[src/rtl/alu_unit.sv]
// Multi-cycle 12-bit ALU feeding the accumulator: single-cycle ops plus an iterative shift-add multiply.
// Optional multiplier is built only when ALU_MUL_EN is defined; otherwise opcode 011 reports unsupported.
module alu_unit #(
    parameter int N = 12
) (
    input  logic         clk,
    input  logic         rst,
    input  logic         start,
    input  logic [2:0]   op,
    input  logic [11:0]  in1,
    input  logic [N-1:0] in2,
    output logic [11:0]  alu_out,
    output logic         done,
    output logic         busy,
    output logic         z,
    output logic         ovf,
    output logic [1:0]   fsm_state
);

    // Handshake: start is sampled only in IDLE; done is a one-cycle strobe, busy covers the multiply.
    typedef enum logic [1:0] {
        S_IDLE = 2'd0,
        S_MUL  = 2'd1,
        S_DONE = 2'd2
    } state_t;

    state_t      state, state_nxt;
    logic [11:0] opb;
    logic [11:0] res;
    logic        res_ovf;
    logic [12:0] sum13;
    logic [11:0] out_nxt;
    logic        done_nxt, z_nxt, ovf_nxt;

    assign opb = in2[11:0];

    generate
        if (N > 12) begin : g_bus_hi
            logic unused_bus_hi;
            assign unused_bus_hi = ^in2[N-1:12];
        end
    endgenerate

`ifdef ALU_MUL_EN
    logic [23:0] mcand, mcand_nxt;
    logic [23:0] prod, prod_nxt, prod_acc;
    logic [11:0] mplr, mplr_nxt;
    logic [3:0]  cnt, cnt_nxt;
`endif

    always_comb begin
        res     = in1;
        res_ovf = 1'b0;
        sum13   = 13'd0;
        case (op)
            3'b000: res = opb;
            3'b001: begin
                sum13   = {1'b0, in1} + {1'b0, opb};
                res     = sum13[11:0];
                res_ovf = sum13[12];
            end
            3'b010: begin
                res     = in1 - opb;
                res_ovf = (in1 < opb);
            end
            // Reached only when no multiplier is built: flag the op as unsupported.
            3'b011: begin
                res     = in1;
                res_ovf = 1'b1;
            end
            3'b100: res = in1 & opb;
            3'b101: begin
                sum13   = {1'b0, in1} + 13'd1;
                res     = sum13[11:0];
                res_ovf = sum13[12];
            end
            3'b110: begin
                res     = in1 - 12'd1;
                res_ovf = (in1 == 12'd0);
            end
            default: begin
                res     = in1;
                res_ovf = 1'b0;
            end
        endcase
    end

    always_comb begin
        state_nxt = state;
        out_nxt   = alu_out;
        z_nxt     = z;
        ovf_nxt   = ovf;
        done_nxt  = 1'b0;
`ifdef ALU_MUL_EN
        mcand_nxt = mcand;
        mplr_nxt  = mplr;
        prod_nxt  = prod;
        cnt_nxt   = cnt;
        prod_acc  = prod + (mplr[0] ? mcand : 24'd0);
`endif
        case (state)
            S_IDLE: begin
                if (start) begin
`ifdef ALU_MUL_EN
                    if (op == 3'b011) begin
                        mcand_nxt = {12'd0, in1};
                        mplr_nxt  = opb;
                        prod_nxt  = 24'd0;
                        cnt_nxt   = 4'd0;
                        state_nxt = S_MUL;
                    end else begin
                        out_nxt   = res;
                        z_nxt     = (res == 12'd0);
                        ovf_nxt   = res_ovf;
                        done_nxt  = 1'b1;
                        state_nxt = S_DONE;
                    end
`else
                    out_nxt   = res;
                    z_nxt     = (res == 12'd0);
                    ovf_nxt   = res_ovf;
                    done_nxt  = 1'b1;
                    state_nxt = S_DONE;
`endif
                end
            end
            S_MUL: begin
`ifdef ALU_MUL_EN
                prod_nxt  = prod_acc;
                mcand_nxt = mcand << 1;
                mplr_nxt  = mplr >> 1;
                cnt_nxt   = cnt + 4'd1;
                // Fixed 12 iterations regardless of operand values.
                if (cnt == 4'd11) begin
                    out_nxt   = prod_acc[11:0];
                    z_nxt     = (prod_acc[11:0] == 12'd0);
                    ovf_nxt   = |prod_acc[23:12];
                    done_nxt  = 1'b1;
                    state_nxt = S_DONE;
                end
`else
                state_nxt = S_IDLE;
`endif
            end
            S_DONE:  state_nxt = S_IDLE;
            default: state_nxt = S_IDLE;
        endcase
    end

    always_ff @(posedge clk or posedge rst) begin
        if (rst) begin
            state   <= S_IDLE;
            alu_out <= 12'd0;
            done    <= 1'b0;
            z       <= 1'b1;
            ovf     <= 1'b0;
`ifdef ALU_MUL_EN
            mcand   <= 24'd0;
            mplr    <= 12'd0;
            prod    <= 24'd0;
            cnt     <= 4'd0;
`endif
        end else begin
            state   <= state_nxt;
            alu_out <= out_nxt;
            done    <= done_nxt;
            z       <= z_nxt;
            ovf     <= ovf_nxt;
`ifdef ALU_MUL_EN
            mcand   <= mcand_nxt;
            mplr    <= mplr_nxt;
            prod    <= prod_nxt;
            cnt     <= cnt_nxt;
`endif
        end
    end

    assign busy      = (state == S_MUL);
    assign fsm_state = state;

endmodule

[config.mk]
export PLATFORM = sky130hd
export DESIGN_NAME = alu_unit
export DESIGN_NICKNAME = d
export VERILOG_FILES = /design/src/rtl/alu_unit.sv
export SDC_FILE = /design/constraint.sdc
export NUM_CORES = 1
export LEC_CHECK = 0
export CAP_MARGIN = 20
export CORE_UTILIZATION = 60
export CTS_BUF_LIST = sky130_fd_sc_hd__clkbuf_4
export DETAILED_ROUTE_END_ITERATION = 8
export DONT_BUFFER_PORTS = 1
export PLACE_DENSITY_LB_ADDON = 0.15
export SYNTH_ARGS = -nofsm -noshare
export SYNTH_HDL_FRONTEND = slang
export SYNTH_SLANG_ARGS = --single-unit
export TNS_END_PERCENT = 20
[constraint.sdc]
create_clock -name clk -period 2.2 [get_ports clk]
set_input_delay 0.11 -clock clk [delete_from_list [all_inputs] [get_ports clk]]
set_output_delay 0.11 -clock clk [all_outputs]
set_load 0.005 [all_outputs]
# Word level (Yosys, flattened, before mapping)

Cells that the tools add are included.

Input bits: 30
Bits in registers: 17
Word-level logic and storage cells: 30
Output and inout port bits: 18

Multiplexer cells: 6
Bitwise operators: 1
Equality and inequality tests: 8
Add/sub/neg operators: 4
Reductions and logical operators: 5
Order comparisons: 1

Operators by type and width:

| cell                                                                   | number |
|---|---|
| 12-bit case mux with 6 select lines                                    | 1 |
| 12-bit logical NOT                                                     | 2 |
| 12-bit by 1-bit adder with 13-bit output (second input constant)       | 1 |
| 12-bit by 12-bit adder with 13-bit output                              | 1 |
| 12-bit bitwise AND                                                     | 1 |
| 12-bit less-than comparator                                            | 1 |
| 12-bit by 1-bit subtractor with 12-bit output (second input constant)  | 1 |
| 12-bit subtractor                                                      | 1 |
| 3-bit equality test (second input constant)                            | 3 |
| 3-bit by 2-bit equality test with 1-bit output (second input constant) | 2 |
| 1-bit case mux with 5 select lines                                     | 1 |
| 2-bit 2-to-1 mux                                                       | 2 |
| 3-bit by 1-bit equality test with 1-bit output (second input constant) | 1 |
| 3-bit logical NOT                                                      | 1 |
| 2-bit by 1-bit equality test with 1-bit output (second input constant) | 1 |
| 2-bit logical NOT                                                      | 1 |
| 1-bit 2-to-1 mux                                                       | 2 |
| 2-bit inequality test (second input constant)                          | 1 |
| 2-bit AND reduction                                                    | 1 |

# Depth between registers and ports, before layout

Depth after elaboration: 3
Mapped depth: 13
Mapped depth without buffers: 13

# Worst setup path after synthesis

No wires, ideal clock.

Kind: in2reg
Start point: input port in1[0]
End point: register z
Arrival time: 2869 ps
Setup slack: -755 ps
Buffers on the path: 0
Cell stages on the path: 13
Setup time: 86 ps
Required time: 2114 ps
Cells stage by stage: inv_1 > ha_1 > inv_1 > fa_1 > a21o_1 > a21o_1 > a221o_1 > a221oi_2 > o21ai_1 > a221oi_2 > nand4_1 > or4b_1 > o31ai_2

Cells in the longest elaborated chain, start to end: 3
Elaborated cells on any way between the ends: 7
Classes of those cells: add/sub (4); mux (1); bitwise (1); reduce/logical (1)

RTL lines:

| item                                                                  | RTL line | source |
|---|---|---|
| start, declared                                                       | 10       | `input logic [11:0] in1,` |
| 12-bit by 1-bit subtractor with 12-bit output (tied with other cells) | 78       | `res = in1 - 12'd1;` |
| 12-bit case mux with 6 select lines (*)                               | 55       | `case (op)` |
| 12-bit logical NOT (*)                                                | 120      | `z_nxt = (res == 12'd0);` |
| end signal, assigned                                                  | 167      | `z <= z_nxt;` |
| end, declared                                                         | 15       | `output logic z,` |

Mark *: on every way between the ends. The rest lies on a longest branch, timed or not.
A chain may end at the register's enable or synchronous reset.

# Final worst setup path

Ends and elaborated chain as after synthesis.

==> results.py <==
metrics = {
    "layout": {
        "design_area_um2": 3470,
        "layout-drive-gt1-share": 0.235,
        "antenna_cells": 0,
        "stdcell_count": 495,
        "syn_to_final_growth_pct": 22.6,
        "post-route-util": 0.782,
        "fin_nets": 503,
        "nFillCells": 340,
    },
    "global_route": {
        "grt_usage": 0.381,
        "grt_pass1_vias": 3224,
        "antenna_found_initial": 0,
        "grt_pass1_wl_um": 15100,
        "grt-ovfl-total": 0,
        "grt_max_degree": 32,
    },
    "placed_design": {
        "placedInstanceArea_um2": 3350,
        "hpwl_um": 7150,
        "numPortBuffers": 0,
        "dp_cells": 489,
        "gp_congestion": 0.953,
    },
    "timing": {
        "rsz0062_at_grt": "true",
        "whs_ns": 0.0154,
        "worst_slew_pin_slew_ns": 0.616,
        "post-route-period-util": 1.22,
        "skew_ns": 0.00914,
        "drv_slew": 0,
        "timing.final.ws_setup_ns": -0.488,
        "slew_headroom": 0.588,
        "fin_crit_ns": 2.69,
        "setup_viol": 3,
        "fmaxAchievable_ghz": 0.372,
        "hold_violations": 0,
    },
    "run_status": {
        "status": "finished, violations left",
        "violations": "design-rule violations, negative setup slack",
    },
    "logic_synthesis": {
        "synth_common_cells": "nand2_1, nor2_1, o21ai_0",
        "synthesis.area_um2": 2840,
        "synth_top_area_cell": "dfrtp_1",
        "syn_avg_cell_area_um2": 7.33,
        "synthMuxAreaShare": 0.0538,
        "synth_top_area_share": 0.132,
        "yosysMostFrequentCell": "nand2_1",
        "yosys_most_used_dff": "dfrtp_1",
        "synth_edf_count": 0,
        "netlist_instances": 387,
        "yosys.area_share.xor_xnor": 0.0402,
        "synth_fa_ha_area_frac": 0.133,
        "ys_types": 69,
        "yosysSeqAreaShare": 0.142,
        "async_flop_share": 1.00,
        "synthTopCellsByArea": "dfrtp_1, ha_1, o21ai_0, nand2_1, mux2i_1",
        "yosys.area_share.simple": 0.229,
        "yosys_warnings": 0,
        "synth-seq-cells": 16,
        "synth_top_family_by_area": "compound AO/OA/AOI/OAI gates",
        "synth_compound_area_frac": 0.320,
    },
    "floorplan": {
        "num_rows": 24,
        "die_w_um": 70.7,
        "dieHeight_um": 70.7,
        "dieArea_um2": 5000,
        "ios": 48,
        "initial_utilization": 0.638,
        "core_region_area_um2": 4440,
    },
    "routing": {
        "drt_iter0_markers": 378,
        "route.vias.total": 3355,
        "vias_per_cell": 6.78,
        "drcViolationCount": 6,
        "drt_first_pass_iters": 7,
        "wl_per_cell_um": 18.6,
        "wirelength_um": 9190,
        "antenna_left": 0,
    },
    "worst_hold_path": {
        "hp-class": "input pin to flop",
        "min_to": "alu_out[0]",
        "hold_depth": 2,
        "min-delay-start": "in1[0]",
    },
    "setup_path": {
        "r2r_cells": 6,
        "cp_max_fo": 8,
        "cp_data_arrival_time_ns": 2.91,
        "rr_startpoint": "fsm_state[1]",
        "endpoint_kind": "flop",
        "crit_type": "input pin to flop",
        "worst_ep_required_time_ns": 2.42,
        "cp-start-kind": "input pin",
        "reg2reg_to": "z",
        "rrSetupSlack_ns": 0.26,
    },
    "clocking": {
        "clockRootBuffer": "clkbuf_4",
        "path_clk_slew_ns": 0.10,
        "clk_latency_ns": 0.29,
        "cts_buffers": 3,
        "htree_levels": 1,
        "cts_tree": "yes",
        "cts_buffer_depth": 2,
        "cts.sinks": 16,
    },
    "run": {
        "maxCapViolations": 0,
    },
    "power": {
        "p_total_w": 0.00125,
        "p_per_area_nw_per_um2": 360,
        "ir_drop_mv": 0.444,
        "power_leakage_nw": 1.58,
    },
}
## final cells by class
cell class,count,area (µm²),area share
timing repair buffer,77,584,0.168
clock buffer,3,22.5,0.00648
multi-input combinational,318,2280,0.656
tap,52,65.1,0.0187
inverter,28,118,0.0338
sequential,16,402,0.116
clock inverter,1,3.75,0.00108
## how the worst max path moves through the flow
stage,start,cells past startpoint,slack [ns],endpoint
2_1_floorplan,in1[0],13,-0.62,z
4_1_cts,in1[0],13,-0.46,z
5_1_grt,in1[0],13,-0.57,z
6_report,in1[0],13,-0.49,z
3_5_place_dp,in1[0],13,-0.86,z
3_3_place_gp,in1[0],13,-0.78,z
## sequential cells by signal (all words and copies together) (netlist names)
register / cells
ovf: 1
fsm_state: 1
done: 1
z: 1
alu_out: 12
## report_power, final
part | leakage [nW] | switching [W] | internal, W | total, W
Clock | 0.0154 | 0.0000945 | 0.0000660 | 0.000160
Sequential | 0.193 | 0.0000350 | 0.000341 | 0.000376
Combinational | 1.38 | 0.000366 | 0.000350 | 0.000716
Total | 1.58 | 0.000496 | 0.000756 | 0.00125
## cell families (layout without fill, tap and decap cells)
family                   after synthesis  after routing
XOR/XNOR                              13             13
multiplexers                          15             15
buffers and inverters                 54            109
flip-flops                            16             16
other                                  1              2
AO/OA/AOI/OAI                        130            130
AND/OR/NAND/NOR                      129            129
adder cells (fa/ha/maj)               29             29
## layer usage
| layer | global-route usage | vias up | part of all wire |
|---|---|---|---|
| li1 | - | 1557 | - |
| met1 | 0.493 | 1536 | 0.40 |
| met2 | 0.645 | 216 | 0.47 |
| met3 | 0.0484 | 46 | 0.088 |
| met4 | 0.153 | 0 | 0.042 |
| met5 | 0 | - | 0 |
## through the flow
step | setup slack (ns) | TNS [ns]
final | -0.488 | -0.925
after CTS | -0.456 | -0.744
after global routing | -0.569 | -1.29
after detailed placement | -0.864 | -3.14
after floorplan | -0.617 | -1.02
after global placement | -0.778 | -2.56
## worst max-delay path, stage by stage
cell	delay, ns
inv_12	0.03
ha_4	0.12
inv_2	0.03
fa_2	0.35
a21o_1	0.21
a21o_1	0.19
a221o_1	0.30
a221oi_2	0.27
o21ai_1	0.12
a221oi_2	0.31
nand4_1	0.14
or4b_4	0.53
o31ai_4	0.18
## cells in the final DEF (no fill, tap or decap), types with 3 or more instances in the layout
cell and instances:
o221ai_1 6, nand3b_1 4, nand2b_1 6, or4_1 3
nand2_1 36, a22oi_1 3, a21oi_1 24, dfrtp_1 15
xor2_1 4, clkbuf_4 3, mux2i_1 13, a221oi_1 7
o21a_1 4, nand3_1 4, a211oi_1 7, o22ai_1 7
a21o_1 4, nor4_1 4, ha_1 26, o21ai_0 25
and3_1 7, o21ai_1 5, a221o_1 3, nor2b_1 6
nor3_1 14, buf_4 75, xnor2_1 9, a31oi_1 5
nor2_1 31, inv_1 24
## what timing repair did
action                                  4_1_cts  5_1_grt
pin swaps                                     1        2
endpoints found under the hold margin        15        0
hold buffers                                  1        0
gates cloned                                  0        0
gates resized for setup                      13       10
setup buffers                                 0        1
endpoints found under the setup margin        3        8
No activity file was read; power rests on OpenSTA's default activity.
